### config.mk
export PLATFORM = sky130hd
export DESIGN_NAME = fetch_queue
export DESIGN_NICKNAME = d
export VERILOG_FILES = /design/src/rtl/fetch_queue.sv
export SDC_FILE = /design/constraint.sdc
export NUM_CORES = 1
export LEC_CHECK = 0
export ABC_CLOCK_PERIOD_IN_PS = 3300
export CORE_MARGIN = 10
export CORE_UTILIZATION = 44
export CTS_CLUSTER_DIAMETER = 200
export DETAILED_ROUTE_END_ITERATION = 10
export GPL_ROUTABILITY_DRIVEN = 0
export PLACE_DENSITY = 0.62
export SYNTH_ARGS = -nofsm -noshare
export SYNTH_HDL_FRONTEND = slang
export SYNTH_SLANG_ARGS = --single-unit
### constraint.sdc
create_clock -name clock -period 3.3 [get_ports clock]
set_input_delay 0.825 -clock clock [delete_from_list [all_inputs] [get_ports clock]]
set_output_delay 0.825 -clock clock [all_outputs]
set_load 0.01 [all_outputs]
### src/rtl/fetch_queue.sv
// Instruction-fetch front end: PC generation, a DEPTH-entry queue of {instr, pc+4}, and a valid/ready port to decode.
// Optional feature: define FETCH_BYPASS_EN to present a fetch to decode in the same cycle when the queue is empty.
module fetch_queue #(
  parameter int unsigned      XLEN     = 32,
  parameter int unsigned      DEPTH    = 4,
  parameter logic [XLEN-1:0]  RESET_PC = '0
) (
  input  logic                        clock,
  input  logic                        reset,
  output logic                        imem_en,
  output logic [XLEN-1:0]             imem_addr,
  input  logic [XLEN-1:0]             imem_rdata,
  input  logic                        redirect,
  input  logic [XLEN-1:0]             redirect_pc,
  output logic                        id_valid,
  input  logic                        id_ready,
  output logic [XLEN-1:0]             id_instr,
  output logic [XLEN-1:0]             id_pcplus4,
  output logic [$clog2(DEPTH):0]      fq_count
);

  localparam int unsigned AW = $clog2(DEPTH);
  localparam int unsigned CW = AW + 1;

  logic [XLEN-1:0] pc_q, pc_d;
  logic [AW-1:0]   wr_ptr_q, wr_ptr_d;
  logic [AW-1:0]   rd_ptr_q, rd_ptr_d;
  logic [CW-1:0]   count_q, count_d;
  logic [XLEN-1:0] instr_q [DEPTH];
  logic [XLEN-1:0] pcp4_q  [DEPTH];

  logic [XLEN-1:0] pc_plus4;
  logic [XLEN-1:0] redirect_target;
  logic            queue_full;
  logic            head_valid;
  logic            deq;
  logic            enq;

  assign pc_plus4        = pc_q + XLEN'(4);
  // Masking keeps every redirect_pc bit in use while forcing word alignment.
  assign redirect_target = redirect_pc & ~XLEN'(3);
  assign queue_full      = (count_q == CW'(DEPTH));
  assign head_valid      = (count_q != '0);

`ifdef FETCH_BYPASS_EN
  logic bypass;

  // With an empty queue the fetch cannot depend on a dequeue, so no loop through imem_en.
  assign bypass   = reset & ~redirect & ~head_valid;
  assign id_valid = (head_valid | bypass) & ~redirect;
  assign deq      = head_valid & id_valid & id_ready;
  assign imem_en  = reset & ~redirect & (~queue_full | deq);
  assign enq      = imem_en & ~(bypass & id_ready);

  always_comb begin
    id_instr   = '0;
    id_pcplus4 = '0;
    if (id_valid && head_valid) begin
      id_instr   = instr_q[rd_ptr_q];
      id_pcplus4 = pcp4_q[rd_ptr_q];
    end else if (id_valid) begin
      id_instr   = imem_rdata;
      id_pcplus4 = pc_plus4;
    end
  end
`else
  assign id_valid = head_valid & ~redirect;
  assign deq      = id_valid & id_ready;
  assign imem_en  = reset & ~redirect & (~queue_full | deq);
  assign enq      = imem_en;

  always_comb begin
    id_instr   = '0;
    id_pcplus4 = '0;
    if (id_valid) begin
      id_instr   = instr_q[rd_ptr_q];
      id_pcplus4 = pcp4_q[rd_ptr_q];
    end
  end
`endif

  assign imem_addr = pc_q;
  assign fq_count  = count_q;

  always_comb begin
    pc_d     = pc_q;
    wr_ptr_d = wr_ptr_q;
    rd_ptr_d = rd_ptr_q;
    count_d  = count_q;
    if (redirect) begin
      pc_d     = redirect_target;
      wr_ptr_d = '0;
      rd_ptr_d = '0;
      count_d  = '0;
    end else begin
      if (imem_en) pc_d = pc_plus4;
      if (enq) wr_ptr_d = wr_ptr_q + AW'(1);
      if (deq) rd_ptr_d = rd_ptr_q + AW'(1);
      count_d = count_q + CW'(enq) - CW'(deq);
    end
  end

  always_ff @(posedge clock or negedge reset) begin
    if (!reset) begin
      pc_q     <= RESET_PC;
      wr_ptr_q <= '0;
      rd_ptr_q <= '0;
      count_q  <= '0;
    end else begin
      pc_q     <= pc_d;
      wr_ptr_q <= wr_ptr_d;
      rd_ptr_q <= rd_ptr_d;
      count_q  <= count_d;
    end
  end

  // Entry storage; a redirect leaves stale data behind, which is harmless since count is zeroed.
  generate
    for (genvar gi = 0; gi < DEPTH; gi++) begin : g_entry
      logic wr_hit;
      assign wr_hit = enq & ~redirect & (wr_ptr_q == AW'(gi));

      always_ff @(posedge clock or negedge reset) begin
        if (!reset) begin
          instr_q[gi] <= '0;
          pcp4_q[gi]  <= '0;
        end else if (wr_hit) begin
          instr_q[gi] <= imem_rdata;
          pcp4_q[gi]  <= pc_plus4;
        end
      end
    end
  endgenerate

endmodule

==> flow_summary.toml, run 1 <==
[synth]
synth_edf_count = 0
avgSynthCellArea_um2 = 9.58
ys_ff_latch = 285
synthAdderAreaFrac_pct = 0.776
synth_compound_area_share_pct = 7.78
synth_top_area_share_pct = 51.4
yosys.area_share.xor_xnor_pct = 1.45
count_of_distinct_cell_types_in_the_synthesized_netlist = 46
mux_cell_area_share_after_synthesis_pct = 10.2
synthesis.instances = 1448
synth_top_cell_by_area = "sky130_fd_sc_hd__dfrtp_1"
ys_top_cells_by_area = "sky130_fd_sc_hd__dfrtp_1, sky130_fd_sc_hd__nand2_1, sky130_fd_sc_hd__mux4_2"
synth_flop_cell = "sky130_fd_sc_hd__dfrtp_1"
postSynth.asyncResetShare_pct = 100
synthTopCellsByCount = "sky130_fd_sc_hd__nand2_1, sky130_fd_sc_hd__dfrtp_1, sky130_fd_sc_hd__nor2_1, sky130_fd_sc_hd__o21ai_0, sky130_fd_sc_hd__clkbuf_1"
syn-cell-area_mm2 = 0.0139
synth_top_family_by_area = "simple AND/OR/NAND/NOR gates"
synth_warnings = 0
synth.most_common_cell = "sky130_fd_sc_hd__nand2_1"
synth-simple-area-share_pct = 24.7
ys_seq_area_share_pct = 51.4

[placed_design]
port_buffers = 162
post_dp_cell_area_mm2 = 0.0160
dp_hpwl_um = 25400
place_inst = 1934

[min_path]
worst_hold_path_type = "in -> async"

[setup_path]
reg2reg_setup_slack_ns = 0.64
cp.required_ns = 2.47
critical-path-slowest-cell = "sky130_fd_sc_hd__clkdlybuf4s50_1"
reg2regPathDepth = 5
timing.critical_path.cells = "clkdlybuf4s50_1, or2_2, inv_2, buf_12, and2_1, dlygate4sd2_1"
regToRegStartpoint = "imem_addr[2]$_DFFE_PN0P_"
critical_path_class = "in -> out"
cp.arrival_ns = 2.35
critical_path.max_stage_delay_ns = 0.45
crit_path_start_kind = "input port"
rr_endpoint = "pcp4_q[126]$_DFFE_PN0P_"
critical_path_peak_fanout = 42
setup.worst_path.end_class = "primary output"

[sta]
skew_ns = 0.0160
slew_headroom_pct = 54.4
fin_tns_setup_ns = 0
achievable-frequency_mhz = 315
worst_slew_pin_slew_ns = 0.683
min_period_over_period_pct = 96.2
fin_crit_period_ns = 3.17
setup_viol = 0
final_hold_viol_count = 0
final_number_of_max_transition_violations = 0
rsz0062_at_grt = "no"

[cts]
clk_path_buf_depth = 3
tritoncts = "done"
cts_sinks = 285
path_clk_slew_ns = 0.06
worst_skew_pair.late_latency_ns = 0.51
clock_tree.root_cell = "sky130_fd_sc_hd__clkbuf_16"
htree_num_levels = 2
hold_buffers = 0
cts_buffers = 34

[global_routing]
first_global_vias = 11200
globalRouteTotalUtil_pct = 20.1
grt_start_max_net_pins = 129
grt_pass1_wl_um = 63100
antenna_found_initial = 0
grt-ovfl-total = 0

[pwr]
cellPowerDensity_mw_per_mm2 = 754
total_leakage_power_nw = 7.80
worst_ir_drop_vdd_mv = 0.288

[layout]
post-route-cell-area_mm2 = 0.0171
area_delta_synth_final_pct = 23.0
n_antenna_cell = 0
finalNonFillerCells = 1997
post_route_cells_drive_above_1_share_pct = 10.4
fin_nets = 1651

[floorplan]
die_height_um = 198
die-area_mm2 = 0.0390
initial_cell_density_of_the_core_pct = 45.0
floorplan.rows = 64
num_io_pins = 169
die_width_um = 198
floorplan.core_area_mm2 = 0.0308

[status]
result_of_the_run = "finished, final reports clean"

[route]
dr_total_vias = 11000
totalWireLength_um = 39300
wire_per_inst_um = 19.7
vias_per_cell = 5.53
drt_first_pass_iters = 5
dr.first_iter.drc_count = 828
drc = 0
antenna_violating_nets_post_route = 0

[job]
max-cap-violations = 0
-- power by group --
| group | total [mW] | internal, mW | leakage (nW) | switching [mW] |
|---|---|---|---|---|
| logic | 3.71 | 1.92 | 3.71 | 1.79 |
| registers | 5.57 | 4.80 | 3.58 | 0.767 |
| clock network | 3.58 | 2.12 | 0.518 | 1.46 |
| total | 12.9 | 8.85 | 7.80 | 4.01 |
-- per-layer routing --
metal	vias to the layer above	share of wire (%)	GRT usage, %
li1	5227	-	-
met1	5443	45	28.0
met2	330	47	31.9
met3	45	6.2	3.90
met4	0	1.6	4.84
met5	-	0	0
-- what timing repair did --
| action | in CTS | in global routing |
|---|---|---|
| gates cloned | 0 | 0 |
| setup endpoints to repair | 62 | 2 |
| gates resized for setup | 62 | 2 |
| setup buffers | 1 | 0 |
-- state kept, by name, summed over array words and instances (netlist names) --
name       count
fq_count       3
imem_addr     30
instr_q      128
pcp4_q       120
rd_ptr_q       2
wr_ptr_q       2
-- per-stage QoR --
stage                     setup slack [ns]  hold slack, ns  util (%)  power [mW]
after detailed placement            -0.164           0.458      52.0        9.49
after floorplan                      0.412           0.440         -        7.87
after global routing                0.0423           0.129      55.3        13.7
after global placement              -0.119           0.451      52.0        9.36
after CTS                           0.0392           0.126      55.3        13.0
final                                0.125           0.149      55.3        12.9
-- worst max-delay path: cells and delay by family --
kind | cells | cell delay (ns)
buffers and inverters | 4 | 1.02
AND/OR/NAND/NOR | 2 | 0.48
-- logic make-up (layout without fill, tap and decap cells) --
logic type,after synthesis,in the layout
and+or+nand+nor,765,765
buffers and inverters,123,273
adders and majority gates,8,8
DFF,285,285
xor gates and xnor gates,23,23
AOI/OAI and AO/OA,179,179
muxes,64,64
other,1,4
-- area by class of cell --
| cell class | count | area, um2 |
|---|---|---|
| tap | 396 | 495 |
| multi-input combinational | 1043 | 6270 |
| inverter | 11 | 41.3 |
| clock inverter | 8 | 45.0 |
| fill | 2736 | 13800 |
| clock buffer | 54 | 1020 |
| sequential | 285 | 7140 |
| timing repair buffer | 200 | 2050 |
-- cells in the final DEF, fill, tap and decap left out, drive strengths merged, types with 4 or more instances in the layout --
| cell | n |
|---|---|
| a31oi | 65 |
| ha | 7 |
| dlygate4sd2 | 62 |
| and3 | 6 |
| nand3 | 27 |
| and4 | 7 |
| or3 | 10 |
| xor2 | 9 |
| nor4 | 6 |
| and2 | 65 |
| o211ai | 14 |
| o21ai | 76 |
| inv | 10 |
| nor2 | 76 |
| clkdlybuf4s50 | 97 |
| conb | 4 |
| clkbuf | 54 |
| clkinv | 7 |
| or4 | 33 |
| nand2 | 494 |
| dfrtp | 285 |
| mux4 | 62 |
| xnor2 | 14 |
| nand4 | 21 |
| nor3 | 8 |
| o31ai | 14 |
| buf | 39 |
-- worst max path at each step --
stage	cells past startpoint	from	slack [ns]	end
5_1_grt	4	rd_ptr_q[0]$_DFFE_PN0P_	0.04	id_instr[29]
3_3_place_gp	6	redirect	-0.12	id_instr[8]
4_1_cts	5	redirect	0.04	id_valid
2_1_floorplan	6	id_ready	0.41	imem_en
6_report	6	redirect	0.13	id_instr[10]
3_5_place_dp	6	redirect	-0.16	id_instr[10]
Note: power is estimated with default switching activity, not from simulation.
==> inputs of run 2 (changes only) <==
--- a/config.mk
+++ b/config.mk
@@ -6,7 +6,7 @@
 export NUM_CORES = 1
 export LEC_CHECK = 0
 export ABC_CLOCK_PERIOD_IN_PS = 3300
-export CORE_MARGIN = 10
+export CORE_MARGIN = 3
 export CORE_UTILIZATION = 44
 export CTS_CLUSTER_DIAMETER = 200
 export DETAILED_ROUTE_END_ITERATION = 10
==> run 2 against run 1 <==
Against the previous run: design area is essentially flat; power shrank 0.89%; cell count shrank 0.10%; combinational power is essentially flat; via count grew 0.42%; critical path type unchanged; highest routed layer unchanged.
==> flow_summary.toml, run 2 (same netlist as run 1, synthesis figures left out) <==
[sta]
rsz0062_at_grt = "no"
setup_viol = 0
final_hold_viol_count = 0
fin_crit_period_ns = 3.23
final_number_of_max_transition_violations = 0
min_period_over_period_pct = 97.8
worst_slew_pin_slew_ns = 1.03
fin_tns_setup_ns = 0
skew_ns = 0.0196
fin_hold_ws_ns = 0.308
slew_headroom_pct = 31.6
achievable-frequency_mhz = 310

[pwr]
worst_ir_drop_vdd_mv = 0.428
cellPowerDensity_mw_per_mm2 = 747
total_leakage_power_nw = 7.79

[layout]
area_delta_synth_final_pct = 23.1
largest_register_ffs = 128
finalNonFillerCells = 1995
post_route_cells_drive_above_1_share_pct = 10.9
leading_cell_types_in_the_layout_fill_and_taps_excluded = "sky130_fd_sc_hd__nand2_1, sky130_fd_sc_hd__dfrtp_1, sky130_fd_sc_hd__clkdlybuf4s50_1, sky130_fd_sc_hd__nor2_1, sky130_fd_sc_hd__o21ai_0"
layout.cells.most_common = "sky130_fd_sc_hd__nand2_1"
fin_nets = 1652
n_fill_cell = 2762
registers.top_by_ff_count = "instr_q"
n_antenna_cell = 0
fin_util_pct = 55.4

[floorplan]
floorplan.core_area_mm2 = 0.0308
num_io_pins = 169
floorplan.rows = 64
die-area_mm2 = 0.0337
die_width_um = 184
die_height_um = 184
initial_cell_density_of_the_core_pct = 45.0

[route]
wire_per_inst_um = 18.9
dr_total_vias = 11100
totalWireLength_um = 37700
antenna_violating_nets_post_route = 0
dr.first_iter.drc_count = 818
vias_per_cell = 5.56
drt_first_pass_iters = 6
drc = 0

[cts]
cts_buffers = 31
htree_num_levels = 1
path_clk_slew_ns = 0.06
tritoncts = "done"
worst_skew_pair.late_latency_ns = 0.55
hold_buffers = 0
clock_tree.root_cell = "sky130_fd_sc_hd__clkbuf_16"
clk_path_buf_depth = 3
cts_sinks = 285

[global_routing]
globalRouteTotalUtil_pct = 22.5
antenna_found_initial = 0
first_global_vias = 11100
grt_pass1_wl_um = 60800
grt-ovfl-total = 0
grt_start_max_net_pins = 173

[min_path]
worst_hold_path_type = "in -> async"

[setup_path]
cp.required_ns = 2.47
crit_path_start_kind = "input port"
critical_path_peak_fanout = 2
cp.arrival_ns = 2.40
critical_path_class = "in -> out"
setup.worst_path.end_class = "primary output"

[placed_design]
place_inst = 1935
port_buffers = 162
dp_hpwl_um = 24400

[job]
max-cap-violations = 0

[status]
result_of_the_run = "finished, final reports clean"
## run 2: critical path: stages
cell	delay, ns
sky130_fd_sc_hd__clkdlybuf4s50_1	0.42
sky130_fd_sc_hd__or4b_1	0.49
sky130_fd_sc_hd__nand2_1	0.11
sky130_fd_sc_hd__nor2_1	0.06
sky130_fd_sc_hd__clkdlybuf4s50_1	0.50
## run 2: worst paths after layout
kind	startpoint	to	slack [ns]	cells past startpoint
max	id_ready	imem_en	0.07	5
min	reset	pcp4_q[78]$_DFFE_PN0P_	0.31	2
max reg2reg	imem_addr[2]$_DFFE_PN0P_	pcp4_q[94]$_DFFE_PN0P_	0.63	5
min reg2reg	instr_q[49]$_DFFE_PN0P_	instr_q[49]$_DFFE_PN0P_	0.47	2
max in group asynchronous	reset	pcp4_q[94]$_DFFE_PN0P_	2.04	2
min in group clock	instr_q[49]$_DFFE_PN0P_	instr_q[49]$_DFFE_PN0P_	0.47	2
## run 2: what timing repair did
action                     CTS  global route
hold endpoints to repair     0             0
setup endpoints to repair   62             0
resized for setup           64             0
buffers inserted             4             0
## run 2: power breakdown
group | leakage, nW | internal [mW] | switching, mW
Combinational | 3.70 | 1.95 | 1.79
Sequential | 3.58 | 4.80 | 0.761
Clock | 0.512 | 2.06 | 1.39
Total | 7.79 | 8.80 | 3.94
## run 2: stage by stage
step	area, um2	setup slack, ns	power, mW
finish	17100	0.0722	12.7
global route	17100	0.00230	13.6
CTS	17100	0.0622	12.9
detailed placement	16100	-0.141	9.47
global placement	16100	-0.139	9.32
floorplan	13900	0.412	7.87
## run 2: final cells by class
| type | count | area [um2] | area share (%) |
|---|---|---|---|
| clock buffer | 47 | 956 | 5.60 |
| inverter | 11 | 42.5 | 0.249 |
| clock inverter | 9 | 78.8 | 0.462 |
| timing repair buffer | 204 | 2090 | 12.2 |
| sequential | 285 | 7140 | 41.8 |
| multi-input combinational | 1043 | 6270 | 36.7 |
| tap | 396 | 495 | 2.90 |
## run 2: per-layer routing
metal / vias up / share of wire [%] / global-route usage, %
met3: 46 / 5.2 / 3.23
li1: 5223 / - / -
met5: - / 0 / 0
met4: 0 / 1.8 / 4.66
met1: 5496 / 47 / 32.5
met2: 326 / 46 / 36.6
==> inputs of run 3 (changes only) <==
--- a/config.mk
+++ b/config.mk
@@ -5,13 +5,16 @@
 export SDC_FILE = /design/constraint.sdc
 export NUM_CORES = 1
 export LEC_CHECK = 0
+export ABC_AREA = 1
 export ABC_CLOCK_PERIOD_IN_PS = 3300
 export CORE_MARGIN = 3
 export CORE_UTILIZATION = 44
 export CTS_CLUSTER_DIAMETER = 200
 export DETAILED_ROUTE_END_ITERATION = 10
+export DONT_BUFFER_PORTS = 1
 export GPL_ROUTABILITY_DRIVEN = 0
-export PLACE_DENSITY = 0.62
+export GPL_TIMING_DRIVEN = 0
+export PLACE_DENSITY = 0.56
 export SYNTH_ARGS = -nofsm -noshare
 export SYNTH_HDL_FRONTEND = slang
 export SYNTH_SLANG_ARGS = --single-unit
==> run 3 against run 2 <==
Against the previous run: core utilization down 5.1 points; non-clock buffer count shrank 91; maximum frequency decreased by 0.19%; register-to-register slack improved by 0.18 ns; via count is 8.7% higher; global-route usage rose by 4.1 points; combinational power increased by 6.1%; worst setup slack worse by 0.0062 ns; routed wire length grew 17%; largest cell class unchanged; clock skew fell by 0.0084 ns; synthesized area shrank 0.16%.
==> flow_summary.toml, run 3 <==
[sta]
min_period_over_period_pct = 98.0
worst_slew_pin_slew_ns = 0.806
fin_crit_period_ns = 3.23
setup_viol = 0
slew_headroom_pct = 46.1
final_number_of_max_transition_violations = 0
final_hold_viol_count = 0
fin_tns_setup_ns = 0
achievable-frequency_mhz = 309
finalWorstSetupSlack_ns = 0.0660
skew_ns = 0.0112
rsz0062_at_grt = "yes"

[synth]
postSynth.asyncResetShare_pct = 100
synth_flop_cell = "sky130_fd_sc_hd__dfrtp_1"
synth_warnings = 0
avgSynthCellArea_um2 = 7.74
syn-cell-area_mm2 = 0.0138
ys_ff_latch = 285
synth_top_cell_by_area = "sky130_fd_sc_hd__dfrtp_1"
ys_top_cells_by_area = "sky130_fd_sc_hd__dfrtp_1, sky130_fd_sc_hd__nand2_1, sky130_fd_sc_hd__o21ai_0"
synth_edf_count = 0
synth_top_area_share_pct = 51.5
synthesis.instances = 1789
ys_seq_area_share_pct = 51.5
count_of_distinct_cell_types_in_the_synthesized_netlist = 29
synthTopCellsByCount = "sky130_fd_sc_hd__nand2_1, sky130_fd_sc_hd__dfrtp_1, sky130_fd_sc_hd__nor2_1, sky130_fd_sc_hd__o21ai_0, sky130_fd_sc_hd__o21ai_1"
synth.most_common_cell = "sky130_fd_sc_hd__nand2_1"

[cts]
cts_sinks = 285
path_clk_slew_ns = 0.06
htree_num_levels = 2
tritoncts = "done"
post-cts-setup-buffers = 0
worst_skew_pair.late_latency_ns = 0.52
clock_tree.root_cell = "sky130_fd_sc_hd__clkbuf_16"
clk_path_buf_depth = 3
cts_buffers = 34

[layout]
layout.cells.most_common = "sky130_fd_sc_hd__nand2_1"
leading_cell_types_in_the_layout_fill_and_taps_excluded = "sky130_fd_sc_hd__nand2_1, sky130_fd_sc_hd__dfrtp_1, sky130_fd_sc_hd__nor2_1, sky130_fd_sc_hd__o21ai_0, sky130_fd_sc_hd__o21ai_1"
post_route_cells_drive_above_1_share_pct = 7.61
area_delta_synth_final_pct = 12.0
n_antenna_cell = 0
fin_util_pct = 50.3
largest_register_ffs = 128
registers.top_by_ff_count = "instr_q"
fin_nets = 1905
finalNonFillerCells = 2249

[floorplan]
floorplan.rows = 64
num_io_pins = 169
die_height_um = 183
die_width_um = 183
floorplan.core_area_mm2 = 0.0308
die-area_mm2 = 0.0336
initial_cell_density_of_the_core_pct = 44.9

[global_routing]
first_global_vias = 11900
grt_pass1_wl_um = 69500
grt_start_max_net_pins = 274
globalRouteTotalUtil_pct = 26.5
antenna_found_initial = 0
grt-ovfl-total = 0

[pwr]
worst_ir_drop_vdd_mv = 0.371
cellPowerDensity_mw_per_mm2 = 872
total_leakage_power_nw = 7.46

[placed_design]
place_inst = 2188
dp_hpwl_um = 29800
port_buffers = 0
pre_cts_slack_ns = 0.00589

[route]
dr_total_vias = 12100
totalWireLength_um = 44300
antenna_violating_nets_post_route = 0
wire_per_inst_um = 19.7
vias_per_cell = 5.36
drt_first_pass_iters = 5
dr.first_iter.drc_count = 819
drc = 0

[setup_path]
critical_path_peak_fanout = 10
cp.arrival_ns = 2.41
crit_path_start_kind = "flip-flop"
reg2reg_setup_slack_ns = 0.81
cp.required_ns = 2.47
critical_path_class = "reg -> out"
setup.worst_path.end_class = "primary output"

[job]
max-cap-violations = 0

[min_path]
worst_hold_path_type = "in -> async"

[status]
result_of_the_run = "finished, final reports clean"
## run 3: cell type report
type	instances	area, um2
Tap cell	396	495
Timing Repair Buffer	2	20.0
Clock inverter	6	30.0
Buffer	111	619
Clock buffer	54	1060
Inverter	122	458
Fill cell	3107	15300
Sequential cell	285	7130
Multi-Input combinational cell	1273	5690
## run 3: worst paths after layout
kind                                               from                        end  cells past startpoint
worst max-delay path            rd_ptr_q[0]$_DFFE_PN0P_              id_pcplus4[9]                      6
worst min-delay path                              reset   instr_q[106]$_DFFE_PN0P_                      0
worst max register to register    fq_count[1]$_DFF_PN0_      fq_count[2]$_DFF_PN0_                     11
worst min register to register    pcp4_q[4]$_DFFE_PN0P_      pcp4_q[4]$_DFFE_PN0P_                      2
max in group asynchronous                         reset      fq_count[2]$_DFF_PN0_                      1
min in group clock                      redirect_pc[26]  imem_addr[26]$_DFFE_PN0P_                      2
## run 3: logic make-up (layout without fill, tap and decap cells)
logic type | count (synthesis) | count (layout) | synth area share [%]
fa+ha+maj | 8 | 8 | 0.777
other cells | 1 | 4 | 0.0271
flops | 285 | 285 | 51.5
compound gates | 426 | 426 | 15.6
xor+xnor | 16 | 16 | 1.12
simple gates | 819 | 819 | 23.3
buf+inv | 234 | 295 | 7.71
## run 3: worst max-delay path: stages (launching register included)
cell                       delay, ns
sky130_fd_sc_hd__dfrtp_1        0.35
sky130_fd_sc_hd__buf_2          0.19
sky130_fd_sc_hd__inv_2          0.20
sky130_fd_sc_hd__buf_2          0.29
sky130_fd_sc_hd__clkbuf_2       0.31
sky130_fd_sc_hd__o21ai_0        0.13
sky130_fd_sc_hd__a21oi_1        0.41
## run 3: metal layers
| metal | GRT usage (%) | wire [um] |
|---|---|---|
| met5 | 0 | 0 |
| met4 | 8.20 | 1120 |
| met3 | 4.86 | 2820 |
| met2 | 43.4 | 20900 |
| met1 | 36.1 | 19400 |
## run 3: power by group
part	switching, mW	total, mW	internal, mW
logic	2.62	3.97	1.34
clock network	1.49	3.68	2.20
registers	0.845	5.86	5.02
total	4.96	13.5	8.56
## run 3: per-stage QoR
stage	hold WS, ns	power [mW]	area [um2]
2_1_floorplan	0.437	8.60	13900
3_3_place_gp	0.448	9.70	14400
3_5_place_dp	0.453	9.82	14400
4_1_cts	0.00175	13.6	15500
5_1_grt	0.00317	14.5	15500
6_report	0.0187	13.5	15500
## run 3: repair_timing
item	in CTS	in global routing
pin swaps	0	0
hold buffers	2	0
gates resized for setup	13	9
setup endpoints to repair	63	6
hold endpoints to repair	1	0
==> edit 1, RTL diff (config.mk and constraints of run 2) <==
Make the reset (`reset`) synchronous in 2 clocked blocks.
--- a/src/rtl/fetch_queue.sv
+++ b/src/rtl/fetch_queue.sv
@@ -100,7 +100,7 @@
     end
   end
 
-  always_ff @(posedge clock or negedge reset) begin
+  always_ff @(posedge clock) begin
     if (!reset) begin
       pc_q     <= RESET_PC;
       wr_ptr_q <= '0;
@@ -120,7 +120,7 @@
       logic wr_hit;
       assign wr_hit = enq & ~redirect & (wr_ptr_q == AW'(gi));
 
-      always_ff @(posedge clock or negedge reset) begin
+      always_ff @(posedge clock) begin
         if (!reset) begin
           instr_q[gi] <= '0;
           pcp4_q[gi]  <= '0;
Check against the original RTL: differs if reset is asserted again (counterexample within 4 cycles, from zero or initial values and one cycle with reset low); with reset held inactive, the same outputs for 4 cycles.
==> edit 1 against run 2 <==
  * Sequential cell count grew 2
  * Wire length shrank 11%
  * Worst setup slack lost 0.023 ns
  * Area after synthesis shrank 3.4%
  * Worst hold slack gained 0.21 ns
  * Final area shrank 2.2%
  * Register-to-register slack gained 0.17 ns
  * First-iteration DRC count shrank 36%
  * Count of clock-buffer cells in the layout shrank 3
  * Cell count shrank 21%
  * Highest routed layer is now met5
Power is not compared: it rests on default switching activity, and its combinational part moved more than twofold at a synthesized area within 25%.
==> edit 1: results (changes against run 2) <==
Arrival time of the worst setup path -> 2.43 ns (+0.03 ns)
Fmax -> 308 MHz (-0.72%)
CTS Buf Count -> 30 (-3.2%)
Via count -> 8688 (-22%)
R2R Setup Slk -> 0.80 ns (+0.17 ns)
Async set-reset flop share out of synthesis -> 0% (-100 points)
Sequential area share after synthesis -> 61.4% (+10 points)
Distinct cells, synth -> 43 (-6.5%)
Worst path max stage delay -> 0.54 ns (+0.04 ns)
Post-synth EDFFs -> 248 (+248)
Tot GR Track Use -> 20.3% (-2.2 points)
Layout cell share with drive strength beyond 1 -> 14.4% (+3.5 points)
Worst r2r src -> fq_count[1]$_SDFF_PP0_
Most common flop cell mapped by yosys -> edfxtp_1
Crit-path max FO -> 7 (+5)
Worst Skew -> 0.0125 ns (-0.00714 ns)
Pin count of the biggest net entering global routing -> 89 (-49%)
Ant. Diodes -> 0 (unchanged)
Worst hold slack -> 0.518 ns (+0.209 ns)
Port-buffer cells -> 162 (unchanged)
H-tree levels -> 1 (unchanged)
Xor/xnor cell area share of the yosys netlist -> 3.79% (+2.3 points)
DP Worst Slack -> -0.0857 ns (+0.0551 ns)
Vias in the first global route -> 9099 (-18%)
Largest cells by area after synthesis -> edfxtp_1, mux4_2, and3_1
CP Capture Point -> id_instr[21]
Cell family with most CP delay -> buffers and inverters
Hold crit path type -> flip-flop to flip-flop
# fillers -> 2466 (-11%)
Layout net count -> 1247 (-25%)
Critical path startpoint -> redirect
Initial antenna violation count -> 1 (+1)
Top post-synthesis cells by count -> edfxtp_1, and3_1, nor2_1, and2_1, clkbuf_1
FF-to-FF End -> fq_count[2]$_SDFF_PP0_
Final wirelength -> 33400 um (-11%)
Rel. slew slack -> 54.7% (+23 points)
Most flop-heavy register -> instr_q
R2R depth -> 12 (+7)
Post-synthesis mux area share -> 10.4% (+0.20 points)
Status -> finished clean
Hold path depth -> 2
LEAKAGE -> 6.69 nW
Initial DRC count -> 527 (-36%)
Synth Area in Adders -> 0.803% (+0.027 points)
Post-DP HPWL -> 20400 um (-16%)
Pre-antenna DRT Iters -> 5 (-1)
Longest Clk Path Bufs -> 3 (unchanged)
First-pass GRT wire length -> 52200 um (-14%)
Worst-Skew Late Latency -> 0.54 ns
Compound-Gate Fraction of Synth Area -> 2.43% (-5.3 points)
## edit 1: cell types whose count changed after synthesis, sizes merged, moves of 18 or more
cell / change
and3: +133
a21oi: +18
o21ai: -50
dfrtp: -285
xor2: +24
nor2: +49
dfxtp: +39
buf: -18
nand2: -454
a31oi: -62
or4: -30
edfxtp: +248
## edit 1: layer usage
layer | track usage [%] | share of wire (%) | routed length [um] | up-vias
li1 | - | - | - | 4053
met5 | 0 | 0.039 | 13 | -
met4 | 4.57 | 1.5 | 493 | 2
met3 | 3.88 | 6.0 | 2020 | 38
met2 | 33.5 | 48 | 16200 | 269
met1 | 28.3 | 44 | 14700 | 4326
## edit 1: through the flow
| step | power [mW] | cell area, um2 | setup TNS (ns) | util, % | std cells |
|---|---|---|---|---|---|
| after detailed placement | 5.00 | 15700 | -3.06 | 52.6 | 1526 |
| after floorplan | 4.62 | 13400 | 0 | - | 1019 |
| after CTS | 8.29 | 16600 | -0.000836 | 55.8 | 1582 |
| after global placement | 4.99 | 15700 | -1.52 | 52.6 | 1526 |
| after global routing | 8.50 | 16700 | 0 | 56.0 | 1584 |
| final | 8.22 | 16700 | 0 | 56.0 | 1584 |
## edit 1: cell type report
cell class | instances | share of cell area [%]
clock buffers | 44 | 5.18
flip-flops and latches | 287 | 49.3
well taps | 390 | 2.92
multi-input cells | 637 | 28.9
repair buffers | 209 | 12.9
clock inverters | 11 | 0.637
inverters | 6 | 0.135
## edit 1: power breakdown
group | internal (mW) | switching, mW
clock network | 1.96 | 1.35
registers | 4.12 | 0.0937
logic | 0.324 | 0.375
## edit 1: timing repair
action / 4_1_cts / 5_1_grt
cloned: 1 / 0
pin swaps: 0 / 0
setup endpoints to repair: 58 / 21
buffers inserted: 0 / 2
resized for setup: 46 / 16
==> edit 2, RTL diff (flow settings as in run 2) <==
Made on the original files. The option `FETCH_BYPASS_EN` is turned on by a define.
--- a/src/rtl/fetch_queue.sv
+++ b/src/rtl/fetch_queue.sv
@@ -1,5 +1,7 @@
 // Instruction-fetch front end: PC generation, a DEPTH-entry queue of {instr, pc+4}, and a valid/ready port to decode.
 // Optional feature: define FETCH_BYPASS_EN to present a fetch to decode in the same cycle when the queue is empty.
+`define FETCH_BYPASS_EN
+
 module fetch_queue #(
   parameter int unsigned      XLEN     = 32,
   parameter int unsigned      DEPTH    = 4,
Check against the original RTL: not equivalent (a bounded check fails within 4 cycles, from zero or initial values and one cycle with reset low).
==> edit 2 against run 2 <==
  * Power up 4.5%
  * Area after synthesis down 2.6%
  * Synthesized cell count down 22%
  * Sequential power down 9.7%
  * Sequential share of layout area down 2.4 points
  * Wire length down 6.9%
  * Non-clock buffer count up 110
  * Worst setup slack worse by 0.052 ns
  * Worst hold slack better by 0.063 ns
  * Sequential cell count unchanged
  * Final area up 6.0%
==> edit 2: results (changes against run 2) <==
Async set-reset flop share out of synthesis -> 100% (unchanged)
R2R Setup Slk -> 0.85 ns (+0.22 ns)
# setup viols final -> 0 (unchanged)
Worst-Skew Late Latency -> 0.50 ns (-0.05 ns)
LEAKAGE -> 8.38 nW (+7.6%)
Crit-path max FO -> 5 (+3)
Most flop-heavy register -> instr_q
Rel. slew slack -> 39.6% (+8.0 points)
Largest cells by area after synthesis -> dfrtp_1, mux2_2, mux4_2
Longest Clk Path Bufs -> 3 (unchanged)
FF-to-FF End -> fq_count[2]$_DFF_PN0_
Vias in the first global route -> 10381 (-6.4%)
Port-buffer cells -> 162 (unchanged)
Layout cell share with drive strength beyond 1 -> 33.4% (+22 points)
CTS Buf Count -> 34 (+9.7%)
VDD IR max -> 0.304 mV (-29%)
Post-DP HPWL -> 22500 um (-7.9%)
Max reg flops -> 128 (unchanged)
Cell family with most CP delay -> simple AND/OR/NAND/NOR gates
Sequential area share after synthesis -> 52.8% (+1.4 points)
Worst-path clk slew -> 0.06 ns (about the same)
Status -> finished clean
# fillers -> 2469 (-11%)
CTS root buffer -> clkbuf_16
R2R depth -> 10 (+5)
CP Capture Point -> id_pcplus4[16]
First-pass GRT wire length -> 56400 um (-7.2%)
Worst r2r src -> fq_count[2]$_DFF_PN0_
Worst path max stage delay -> 0.42 ns (-0.08 ns)
Pre-antenna DRT Iters -> 5 (-1)
Tot GR Track Use -> 21.3% (-1.2 points)
Kind of critical path -> flip-flop to primary output
GR met2 Demand/Resource -> 36.2% (-0.41 points)
Hold crit path type -> primary input to asynchronous set/reset pin
Top post-synthesis cells by count -> dfrtp_1, nand2_1, o21ai_0, mux2_2, mux4_2
Worst Skew -> 0.0186 ns (-0.00102 ns)
Arrival time of the worst setup path -> 2.45 ns (+0.05 ns)
Critical path startpoint -> imem_addr[3]$_DFFE_PN0N_
DR vias/cell -> 5.53 (-0.62%)
Yosys warns -> 0 (unchanged)
Critical Path Slowest Stage Cell -> or3_4
Met1 usage -> 28.5% (-4.0 points)
H-tree levels -> 2 (+1)
Met3 usage -> 3.50% (+0.28 points)
Layout net count -> 1477 (-11%)
Initial antenna violation count -> 1 (+1)
Distinct cells, synth -> 49 (+6.5%)
Final wirelength -> 35100 um (-6.9%)
Pin count of the biggest net entering global routing -> 168 (-2.9%)
Initial DRC count -> 510 (-38%)
edit 2: changes by cell type in the layout (fill, tap and decap cells not counted), moves of 11 or more:
cell / before / now
mux2_2: 1 / 132
buf_4: 24 / 133
nor2_1: 76 / 19
o21ai_0: 76 / 139
xnor2_2: 0 / 11
a31oi_1: 65 / 0
dlygate4sd2_1: 62 / 32
and2_1: 64 / 2
a22o_1: 0 / 34
nand2_1: 494 / 182
dlymetal6s2s_1: 0 / 17
or4_1: 33 / 0
o21ai_1: 0 / 13
o31ai_1: 14 / 0
edit 2: stage by stage:
stage	setup WS (ns)	std cells	hold WS [ns]	TNS (ns)	instance area (um2)
final	0.0201	1813	0.372	0	18100
after floorplan	0.421	1136	0.445	0	13500
after global routing	-0.118	1813	0.381	-0.266	18100
after global placement	-0.0156	1719	0.456	-0.0156	16400
after detailed placement	-0.0593	1719	0.466	-0.0593	16400
after CTS	-0.221	1794	0.369	-0.579	17800
edit 2: how the worst min path moves through the flow:
stage                                         end  slack, ns
after floorplan            pcp4_q[34]$_DFFE_PN0P_       0.44
final                      pcp4_q[61]$_DFFE_PN0P_       0.37
after global placement    pcp4_q[116]$_DFFE_PN0P_       0.46
after detailed placement   pcp4_q[16]$_DFFE_PN0P_       0.47
after CTS                  pcp4_q[58]$_DFFE_PN0P_       0.37
after global routing      rd_ptr_q[0]$_DFFE_PN0P_       0.38
edit 2: logic make-up after synthesis:
group | share of synthesized area (%)
flip-flops | 52.8
AND/OR/NAND/NOR | 9.07
AO/OA/AOI/OAI | 10.6
adder cells (fa/ha/maj) | 0.797
XOR/XNOR | 2.33
buffers and inverters | 3.00
multiplexers | 21.3
other | 0.0278
edit 2: layout make-up:
class | count | share of cell area [%]
diodes | 1 | 0.0138
clock buffers | 52 | 5.75
clock inverters | 5 | 0.470
inverters | 8 | 0.166
multi-input cells | 758 | 34.8
flip-flops and latches | 285 | 39.5
well taps | 390 | 2.70
repair buffers | 314 | 16.6
edit 2: power by group:
group / switching (mW) / internal, mW / total, mW
Clock: 1.41 / 2.32 / 3.73
Combinational: 1.96 / 2.60 / 4.56
Sequential: 0.540 / 4.48 / 5.02
edit 2: layer usage:
| metal | share of wire, % | vias up | routed length (um) |
|---|---|---|---|
| met1 | 44 | 5060 | 15500 |
| met3 | 4.8 | 55 | 1700 |
| li1 | - | 4632 | - |
| met5 | 0 | - | 0 |
| met4 | 2.6 | 0 | 918 |
| met2 | 48 | 270 | 17000 |
edit 2: repair_timing:
action / 4_1_cts / 5_1_grt
gates resized for setup: 94 / 62
hold buffers: 0 / 0
cloned: 2 / 0
endpoints found under the setup margin: 62 / 34
setup buffers: 16 / 18
pin swaps: 13 / 15
